File: src/rtl/speicher_pkg.sv
// Shared types and constants for the memory controller: FSM states, request
// sources and the address bit that selects memory-mapped I/O.
package speicher_pkg;

    localparam int unsigned ADR_BITS = 32;
    localparam int unsigned IO_BIT   = 31;

    typedef enum logic [1:0] {
        IDLE       = 2'd0,
        RAM_START  = 2'd1,
        RAM_WARTEN = 2'd2,
        FERTIG     = 2'd3
    } zustand_t;

    typedef enum logic {
        QUELLE_BEFEHL = 1'b0,
        QUELLE_DATEN  = 1'b1
    } quelle_t;

    function automatic logic ist_io(input logic [ADR_BITS-1:0] adresse);
        return adresse[IO_BIT];
    endfunction

endpackage

File: src/rtl/speicher_steuerung_led_register.sv
// Memory-mapped LED register: write enable, asynchronous reset, registered read-back.
module led_register #(
    parameter int unsigned BITS = 8
) (
    input  logic            clk,
    input  logic            rst,
    input  logic            we_c,
    input  logic [BITS-1:0] wert_c,
    output logic [BITS-1:0] leds
);

    logic [BITS-1:0] leds_q;
    logic [BITS-1:0] leds_d;

    always_comb begin
        leds_d = leds_q;
        if (we_c) begin
            leds_d = wert_c;
        end
    end

    always_ff @(posedge clk or posedge rst) begin
        if (rst) begin
            leds_q <= '0;
        end else begin
            leds_q <= leds_d;
        end
    end

    assign leds = leds_q;

endmodule

File: src/rtl/speicher_steuerung.sv
// Memory controller: arbitrates fetch and load/store requests onto a single-ported
// word RAM and decodes address bit 31 as access to the on-chip LED register.
module speicher_steuerung
    import speicher_pkg::*;
#(
    parameter int unsigned WORDSIZE = 32,
    parameter int unsigned WORDS    = 32,
    parameter int unsigned LEDBITS  = 8
) (
    input  logic                       Clock,
    input  logic                       Reset,
    input  logic                       BefehlAnfrage,
    input  logic [ADR_BITS-1:0]        BefehlAdresse,
    output logic [WORDSIZE-1:0]        Befehl,
    output logic                       BefehlBereit,
    input  logic                       DatenLesen,
    input  logic                       DatenSchreiben,
    input  logic [ADR_BITS-1:0]        DatenAdresse,
    input  logic [WORDSIZE-1:0]        DatenSchreibwert,
    output logic [WORDSIZE-1:0]        DatenLesewert,
    output logic                       DatenFertig,
    output logic                       RamLesenAn,
    output logic                       RamSchreibenAn,
    output logic [$clog2(WORDS)-1:0]   RamAdresse,
    output logic [WORDSIZE-1:0]        RamDatenRein,
    input  logic [WORDSIZE-1:0]        RamDatenRaus,
    input  logic                       RamDatenBereit,
    input  logic                       RamDatenGeschrieben,
    output logic [LEDBITS-1:0]         LEDs
);

    localparam int unsigned AW = $clog2(WORDS);

    zustand_t              zustand_q,       zustand_d;
    quelle_t               quelle_q,        quelle_d;
    logic                  schreiben_q,     schreiben_d;
    logic [WORDSIZE-1:0]   befehl_q,        befehl_d;
    logic                  befehl_bereit_q, befehl_bereit_d;
    logic [WORDSIZE-1:0]   daten_lese_q,    daten_lese_d;
    logic                  daten_fertig_q,  daten_fertig_d;
    logic                  ram_lesen_q,     ram_lesen_d;
    logic                  ram_schreib_q,   ram_schreib_d;
    logic [AW-1:0]         ram_adresse_q,   ram_adresse_d;
    logic [WORDSIZE-1:0]   ram_rein_q,      ram_rein_d;

    logic                  led_we_c;
    logic [LEDBITS-1:0]    led_wert_c;
    logic [LEDBITS-1:0]    led_lesen;
    logic                  daten_anfrage_c;

    // Address bits above the RAM index are don't-care: RAM addresses wrap.
    logic                  adr_unused_c;
    assign adr_unused_c = ^{BefehlAdresse[ADR_BITS-1:AW], DatenAdresse[IO_BIT-1:AW]};

    assign daten_anfrage_c = DatenLesen | DatenSchreiben;
    assign led_wert_c      = DatenSchreibwert[LEDBITS-1:0];

    led_register #(
        .BITS (LEDBITS)
    ) u_led_register (
        .clk    (Clock),
        .rst    (Reset),
        .we_c   (led_we_c),
        .wert_c (led_wert_c),
        .leds   (led_lesen)
    );

    // Next-state and output logic; strobes and pulses default low every cycle.
    always_comb begin
        zustand_d       = zustand_q;
        quelle_d        = quelle_q;
        schreiben_d     = schreiben_q;
        befehl_d        = befehl_q;
        befehl_bereit_d = 1'b0;
        daten_lese_d    = daten_lese_q;
        daten_fertig_d  = 1'b0;
        ram_lesen_d     = 1'b0;
        ram_schreib_d   = 1'b0;
        ram_adresse_d   = ram_adresse_q;
        ram_rein_d      = ram_rein_q;
        led_we_c        = 1'b0;

        unique case (zustand_q)
            IDLE: begin
                if (daten_anfrage_c) begin
                    quelle_d    = QUELLE_DATEN;
                    schreiben_d = DatenSchreiben;
                    if (ist_io(DatenAdresse)) begin
                        zustand_d      = FERTIG;
                        daten_fertig_d = 1'b1;
                        if (DatenSchreiben) begin
                            led_we_c = 1'b1;
                        end else begin
                            daten_lese_d = WORDSIZE'(led_lesen);
                        end
                    end else begin
                        zustand_d     = RAM_START;
                        ram_adresse_d = DatenAdresse[AW-1:0];
                        if (DatenSchreiben) begin
                            ram_schreib_d = 1'b1;
                            ram_rein_d    = DatenSchreibwert;
                        end else begin
                            ram_lesen_d = 1'b1;
                        end
                    end
                end else if (BefehlAnfrage) begin
                    // Fetches never decode I/O; bit 31 is dropped with the other high bits.
                    quelle_d      = QUELLE_BEFEHL;
                    schreiben_d   = 1'b0;
                    zustand_d     = RAM_START;
                    ram_adresse_d = BefehlAdresse[AW-1:0];
                    ram_lesen_d   = 1'b1;
                end
            end

            RAM_START: begin
                zustand_d = RAM_WARTEN;
            end

            RAM_WARTEN: begin
                if (schreiben_q) begin
                    if (RamDatenGeschrieben) begin
                        zustand_d      = FERTIG;
                        daten_fertig_d = 1'b1;
                    end
                end else if (RamDatenBereit) begin
                    zustand_d = FERTIG;
                    if (quelle_q == QUELLE_BEFEHL) begin
                        befehl_d        = RamDatenRaus;
                        befehl_bereit_d = 1'b1;
                    end else begin
                        daten_lese_d   = RamDatenRaus;
                        daten_fertig_d = 1'b1;
                    end
                end
            end

            FERTIG: begin
                zustand_d = IDLE;
            end

            default: begin
                zustand_d = IDLE;
            end
        endcase
    end

    always_ff @(posedge Clock or posedge Reset) begin
        if (Reset) begin
            zustand_q       <= IDLE;
            quelle_q        <= QUELLE_BEFEHL;
            schreiben_q     <= 1'b0;
            befehl_q        <= '0;
            befehl_bereit_q <= 1'b0;
            daten_lese_q    <= '0;
            daten_fertig_q  <= 1'b0;
            ram_lesen_q     <= 1'b0;
            ram_schreib_q   <= 1'b0;
            ram_adresse_q   <= '0;
            ram_rein_q      <= '0;
        end else begin
            zustand_q       <= zustand_d;
            quelle_q        <= quelle_d;
            schreiben_q     <= schreiben_d;
            befehl_q        <= befehl_d;
            befehl_bereit_q <= befehl_bereit_d;
            daten_lese_q    <= daten_lese_d;
            daten_fertig_q  <= daten_fertig_d;
            ram_lesen_q     <= ram_lesen_d;
            ram_schreib_q   <= ram_schreib_d;
            ram_adresse_q   <= ram_adresse_d;
            ram_rein_q      <= ram_rein_d;
        end
    end

    assign Befehl         = befehl_q;
    assign BefehlBereit   = befehl_bereit_q;
    assign DatenLesewert  = daten_lese_q;
    assign DatenFertig    = daten_fertig_q;
    assign RamLesenAn     = ram_lesen_q;
    assign RamSchreibenAn = ram_schreib_q;
    assign RamAdresse     = ram_adresse_q;
    assign RamDatenRein   = ram_rein_q;
    assign LEDs           = led_lesen;

endmodule

File: config.mk
export PLATFORM = sky130hd
export DESIGN_NAME = speicher_steuerung
export DESIGN_NICKNAME = d
export VERILOG_FILES = /design/src/rtl/speicher_pkg.sv /design/src/rtl/speicher_steuerung_led_register.sv /design/src/rtl/speicher_steuerung.sv
export SDC_FILE = /design/constraint.sdc
export NUM_CORES = 1
export LEC_CHECK = 0
export CAP_MARGIN = 15
export CORE_ASPECT_RATIO = 1.75
export CORE_UTILIZATION = 43
export CTS_CLUSTER_SIZE = 24
export DETAILED_ROUTE_END_ITERATION = 10
export GPL_TIMING_DRIVEN = 0
export PLACE_DENSITY = 0.86
export SLEW_MARGIN = 20
export SYNTH_ARGS = -nofsm -noshare
export SYNTH_HDL_FRONTEND = slang
export SYNTH_SLANG_ARGS = --single-unit
File: constraint.sdc
create_clock -name Clock -period 5.2 [get_ports Clock]
set_input_delay 0.52 -clock Clock [delete_from_list [all_inputs] [get_ports Clock]]
set_output_delay 0.52 -clock Clock [all_outputs]
set_load 0.02 [all_outputs]
-- Word level (Yosys, flattened, before mapping)
Index checks and enable logic that the tools add are counted.
- bits in registers: 117
- input port bits: 135
- output and inout bits: 113
- logic and storage cells: 81
- equal/unequal tests: 13
- mux-type cells: 43
- bitwise gates (word level): 4
- reductions and logical operators: 9
- operators by type and width (kind ; number):
    $mux 32 ; 6
    $pmux 32 s2 ; 1
    $mux 1 ; 25
    $mux 5 ; 3
    $ne 2x2->1 const B ; 7
    $mux 2 ; 6
    $ne 3x3->1 const B ; 3
    $pmux 2 s4 ; 1
    $reduce_and 4->1 ; 2
    $reduce_and 7->1 ; 1
    $reduce_and 3->1 ; 2
    $eq 2x2->1 const B ; 2
    $reduce_bool 2->1 ; 2
    $not 1->1 ; 3
    $eq 2x1->1 const B ; 1
    $logic_not 2->1 ; 1
    $pmux 1 s2 ; 1
    $reduce_and 2->1 ; 1
    $or 1x1->1 ; 1

-- Logic depth before layout (Yosys ltp)
- depth in word-level cells: 4
- gate-level depth with buffers: 7
- mapped depth without buffers: 6

-- Cells and area by module
From an unflattened synthesis, not the netlist that was laid out.
- cell total of the unflattened synthesis: 365
- area total of the unflattened synthesis: 4872.2 um2
- modules (own cells, without submodules) (module ; instances ; cells an instance ; area an instance (um2) ; seq. area each (um2)):
    speicher_steuerung ; 1 ; 347 ; 4536.9 ; 2727.6
    led_register ; 1 ; 18 ; 335.3 ; 200.2

-- Least setup slack after synthesis
No wires, ideal clock.
- kind: register -> register
- start point: register zustand_q[0]
- end point: register daten_lese_q[0], in the netlist DatenLesewert[0]
- setup time: 125 ps
- arrival: 1677 ps
- required time: 5075 ps
- setup slack: 3398 ps
- stages on the path, launching flop included: 8
- buffers on the path: 2
- period minus slack after synthesis: 1802 ps
- cell sequence: dfrtp_1 > inv_1 > ha_1 > clkbuf_1 > inv_1 > o2111ai_2 > buf_6 > mux2_4
- cells in the longest elaborated chain, start to end: 3
- elaborated cells between the ends (all ways): 11
- those cells by class: 7 x eq/ne; 1 x mux; 3 x reduce/logical
- RTL lines (item ; line ; text):
    from (decl) ; speicher_steuerung.sv:34 ; zustand_t zustand_q, zustand_d;
    from (signal assigned) ; speicher_steuerung.sv:162 ; zustand_q <= zustand_d;
    $eq 2x2->1 / $logic_not 2->1 (equally long branches) ; speicher_steuerung.sv:83 ; unique case (zustand_q)
    $ne 2x2->1 (no line) / $reduce_bool 2->1 (equally long branches) ; -- ;
    $reduce_and 7->1 (no line) ; -- ;
    to (signal assigned) ; speicher_steuerung.sv:167 ; daten_lese_q <= daten_lese_d;
    to (decl) ; speicher_steuerung.sv:39 ; logic [WORDSIZE-1:0] daten_lese_q, daten_lese_d;
Several ways; a longest one is shown, not always the timed one.
A chain may end at the register's enable or synchronous reset.

-- Final worst setup path
- start point: register zustand_q[0]
- end point: register befehl_q[29], in the netlist Befehl[29]
- cells in the longest elaborated chain, start to end: 2
- RTL lines (item ; line ; text):
    $eq 2x2->1 ; speicher_steuerung.sv:83 ;
    $reduce_and 4->1 (no line) ; -- ;
    to (signal assigned) ; speicher_steuerung.sv:165 ; befehl_q <= befehl_d;
    to (decl) ; speicher_steuerung.sv:37 ; logic [WORDSIZE-1:0] befehl_q, befehl_d;
No other way between the ends.

==> results.py <==
metrics = {
    "clocking": {
        "htreeDepth": 4,
        "cts_resized": 0,
        "postCtsSetupBuffers": 0,
        "cts_hold_buf": 0,
        "cts_sinks": 117,
        "cts_buffers": 17,
        "insertion_delay_ps": 400,
        "clk_path_buf_depth": 2,
        "root_buffer": "clkbuf_16",
        "cts_tree": "yes",
        "path_clk_slew_ps": 50,
    },
    "grt": {
        "globalRouteTotalUtil": 0.218,
        "first_global_vias": 3776,
        "antenna_found_initial": 0,
        "grt-ovfl-total": 0,
        "grt_max_degree": 78,
        "grt_pass1_wl_um": 18700,
    },
    "sta": {
        "slew_headroom": 0.606,
        "finalHoldViolCount": 0,
        "rsz0062_at_grt": "false",
        "setup_viol": 0,
        "worst_pin_slew_ps": 591,
        "final.min_clock_period_ps": 2190,
        "max_freq_ghz": 0.456,
        "fin_ws_ps": 3010,
        "skew_ps": 8.74,
        "setup_tns_ps": 0,
        "finalMaxSlewViolations": 0,
        "period_share": 0.422,
    },
    "place": {
        "dpl.hpwl_um": 9200,
        "place_ws_ps": 2780,
        "io_buffers": 192,
        "gp_congestion": 0.767,
    },
    "worst_setup_path": {
        "path_max_fanout": 10,
        "critPathLaunchType": "flop",
        "crit_path_end_kind": "flop",
        "ff2ff_setup_slack_ps": 3010,
        "required_ps": 5480,
        "worstSetupPathType": "reg -> reg",
        "cp_data_arrival_time_ps": 2470,
    },
    "yosys": {
        "async_reset_ff_frac": 1.00,
        "netlist_area_um2": 4880,
        "ys_top_cells_by_area": "dfrtp_1 (60%), mux2_2 (18%), mux2i_1 (6.0%), nand2_1 (2.8%), inv_1 (2.2%)",
        "yosysTopAreaCell": "dfrtp_1",
        "synth_common_cells": "dfrtp_1 (117), mux2_2 (79), nand2_1 (37), inv_1 (29), mux2i_1 (29)",
        "synth_ff_type": "dfrtp_1",
        "ys_seq_area_frac": 0.600,
        "yosys_warnings": 0,
        "syn_avg_cell_area_um2": 13.8,
        "yosysMostFrequentCell": "dfrtp_1",
        "synth_edf_count": 0,
        "synthCells": 353,
        "synth_top_area_share": 0.600,
        "syn-num-nets": 492,
        "yosys.cell_types.count": 31,
        "ys_ff_latch": 117,
    },
    "layout": {
        "antenna_cells": 0,
        "nets": 704,
        "drive_gt1_frac": 0.234,
        "ff_latch_area_um2": 2930,
        "multiInputGateArea_um2": 1730,
        "syn2layout_area_growth_pct": 54.5,
        "n_fill_cell": 779,
    },
    "job": {
        "drv_cap": 0,
    },
    "floorplanning": {
        "start_util": 0.439,
        "rows": 51,
        "dieArea_um2": 11800,
        "die_h_um": 143,
        "fp.dieW_um": 82.5,
        "io-pin-count": 248,
        "core_um2": 11100,
    },
    "routing": {
        "routed_wl_um": 12500,
        "first_iter_violations": 126,
        "wl_per_cell_um": 17.6,
        "vias_per_cell": 4.93,
        "ant_nets": 0,
        "first_pass_iters": 4,
        "drc": 0,
        "vias": 3489,
    },
    "power": {
        "p_leak_uw": 0.00338,
        "ir_drop_mv": 0.383,
        "powerDensity_nw_per_um2": 685,
    },
    "min_path": {
        "hold_class": "in -> reg",
    },
    "status": {
        "status": "completed",
    },
}
[metal layers]
metal | up-vias | GRT usage | share of wire
met5 | - | 0 | 0
met4 | 0 | 0.106 | 0.026
met3 | 23 | 0.0569 | 0.063
met2 | 140 | 0.397 | 0.56
met1 | 1717 | 0.222 | 0.35
li1 | 1609 | - | -
[cell type report]
class,instances,area share
clock inverter,10,0.0111
buffer,18,0.0151
timing repair buffer,193,0.259
multi-input combinational,189,0.229
clock buffer,20,0.0606
sequential,117,0.388
inverter,29,0.0151
tap,132,0.0219
[path summary, 6_finish.rpt]
kind | from | endpoint | cells after the start
max in group asynchronous | Reset | DatenLesewert[7] | 3
min reg2reg | RamAdresse[1] | RamAdresse[1] | 2
max | zustand_q[0] | Befehl[29] | 6
min | DatenSchreiben | RamLesenAn | 2
max reg2reg | zustand_q[0] | Befehl[29] | 6
min in group asynchronous | Reset | RamDatenRein[16] | 2
[layout by cell type, fill, tap and decap left out, drive strengths merged]
cell,Yosys,routed
a21oi,1,1
a22o,1,1
a22oi,1,1
a2bb2oi,1,1
a311oi,1,1
and3b,1,1
buf,13,14
bufinv,0,1
clkbuf,5,25
clkdlybuf4s50,0,192
clkinv,0,7
clkinvlp,0,2
dfrtp,117,117
ha,4,4
inv,29,29
mux2,89,89
mux2i,29,29
nand2,37,37
nand2b,1,1
nand3,2,2
nor2,4,4
nor3b,3,3
o2111ai,1,1
o211ai,2,2
o21ai,7,7
o2bb2ai,1,1
o32a,1,1
or2,2,2
[worst max-delay path, stage by stage, from the launching register on]
cell	delay, ps
dfrtp_1	380
inv_1	130
ha_1	160
buf_2	230
nor3b_2	450
buf_2	360
mux2_2	370
[where the power goes]
part	leakage (uW)	internal (uW)	total (uW)	switching [uW]
Clock	0.000267	670	1060	389
Combinational	0.00166	1310	2510	1200
Sequential	0.00146	1350	1590	244
[flip-flops by register name, summed over array words and instances, names as in the netlist]
name                 flops
zustand_q                2
RamDatenRein            32
RamLesenAn               1
DatenFertig              1
quelle_q                 1
BefehlBereit             1
DatenLesewert           32
u_led_register.leds      8
RamSchreibenAn           1
schreiben_q              1
RamAdresse               5
Befehl                  32
[per-stage QoR]
stage	instances	hold WS [ps]	utilization	cell area, um2	total power, uW
after global placement	677	467	0.627	6960	4030
after global routing	708	389	0.679	7540	5420
after detailed placement	678	485	0.630	7000	4130
after CTS	708	378	0.679	7540	5220
after floorplan	353	470	-	4880	2960
final	708	388	0.679	7540	5160
[cell families (layout without fill, tap and decap cells)]
family                     after synthesis  count (layout)  share of synthesized area
AOI/OAI and AO/OA                       17              17                     0.0262
buffers and inverters                   47             270                     0.0457
and+or+nand+nor                         50              50                     0.0480
muxes                                  118             118                      0.270
DFF                                    117             117                      0.600
adders and majority gates                4               4                     0.0103
Note: power is estimated with default switching activity, not from simulation.
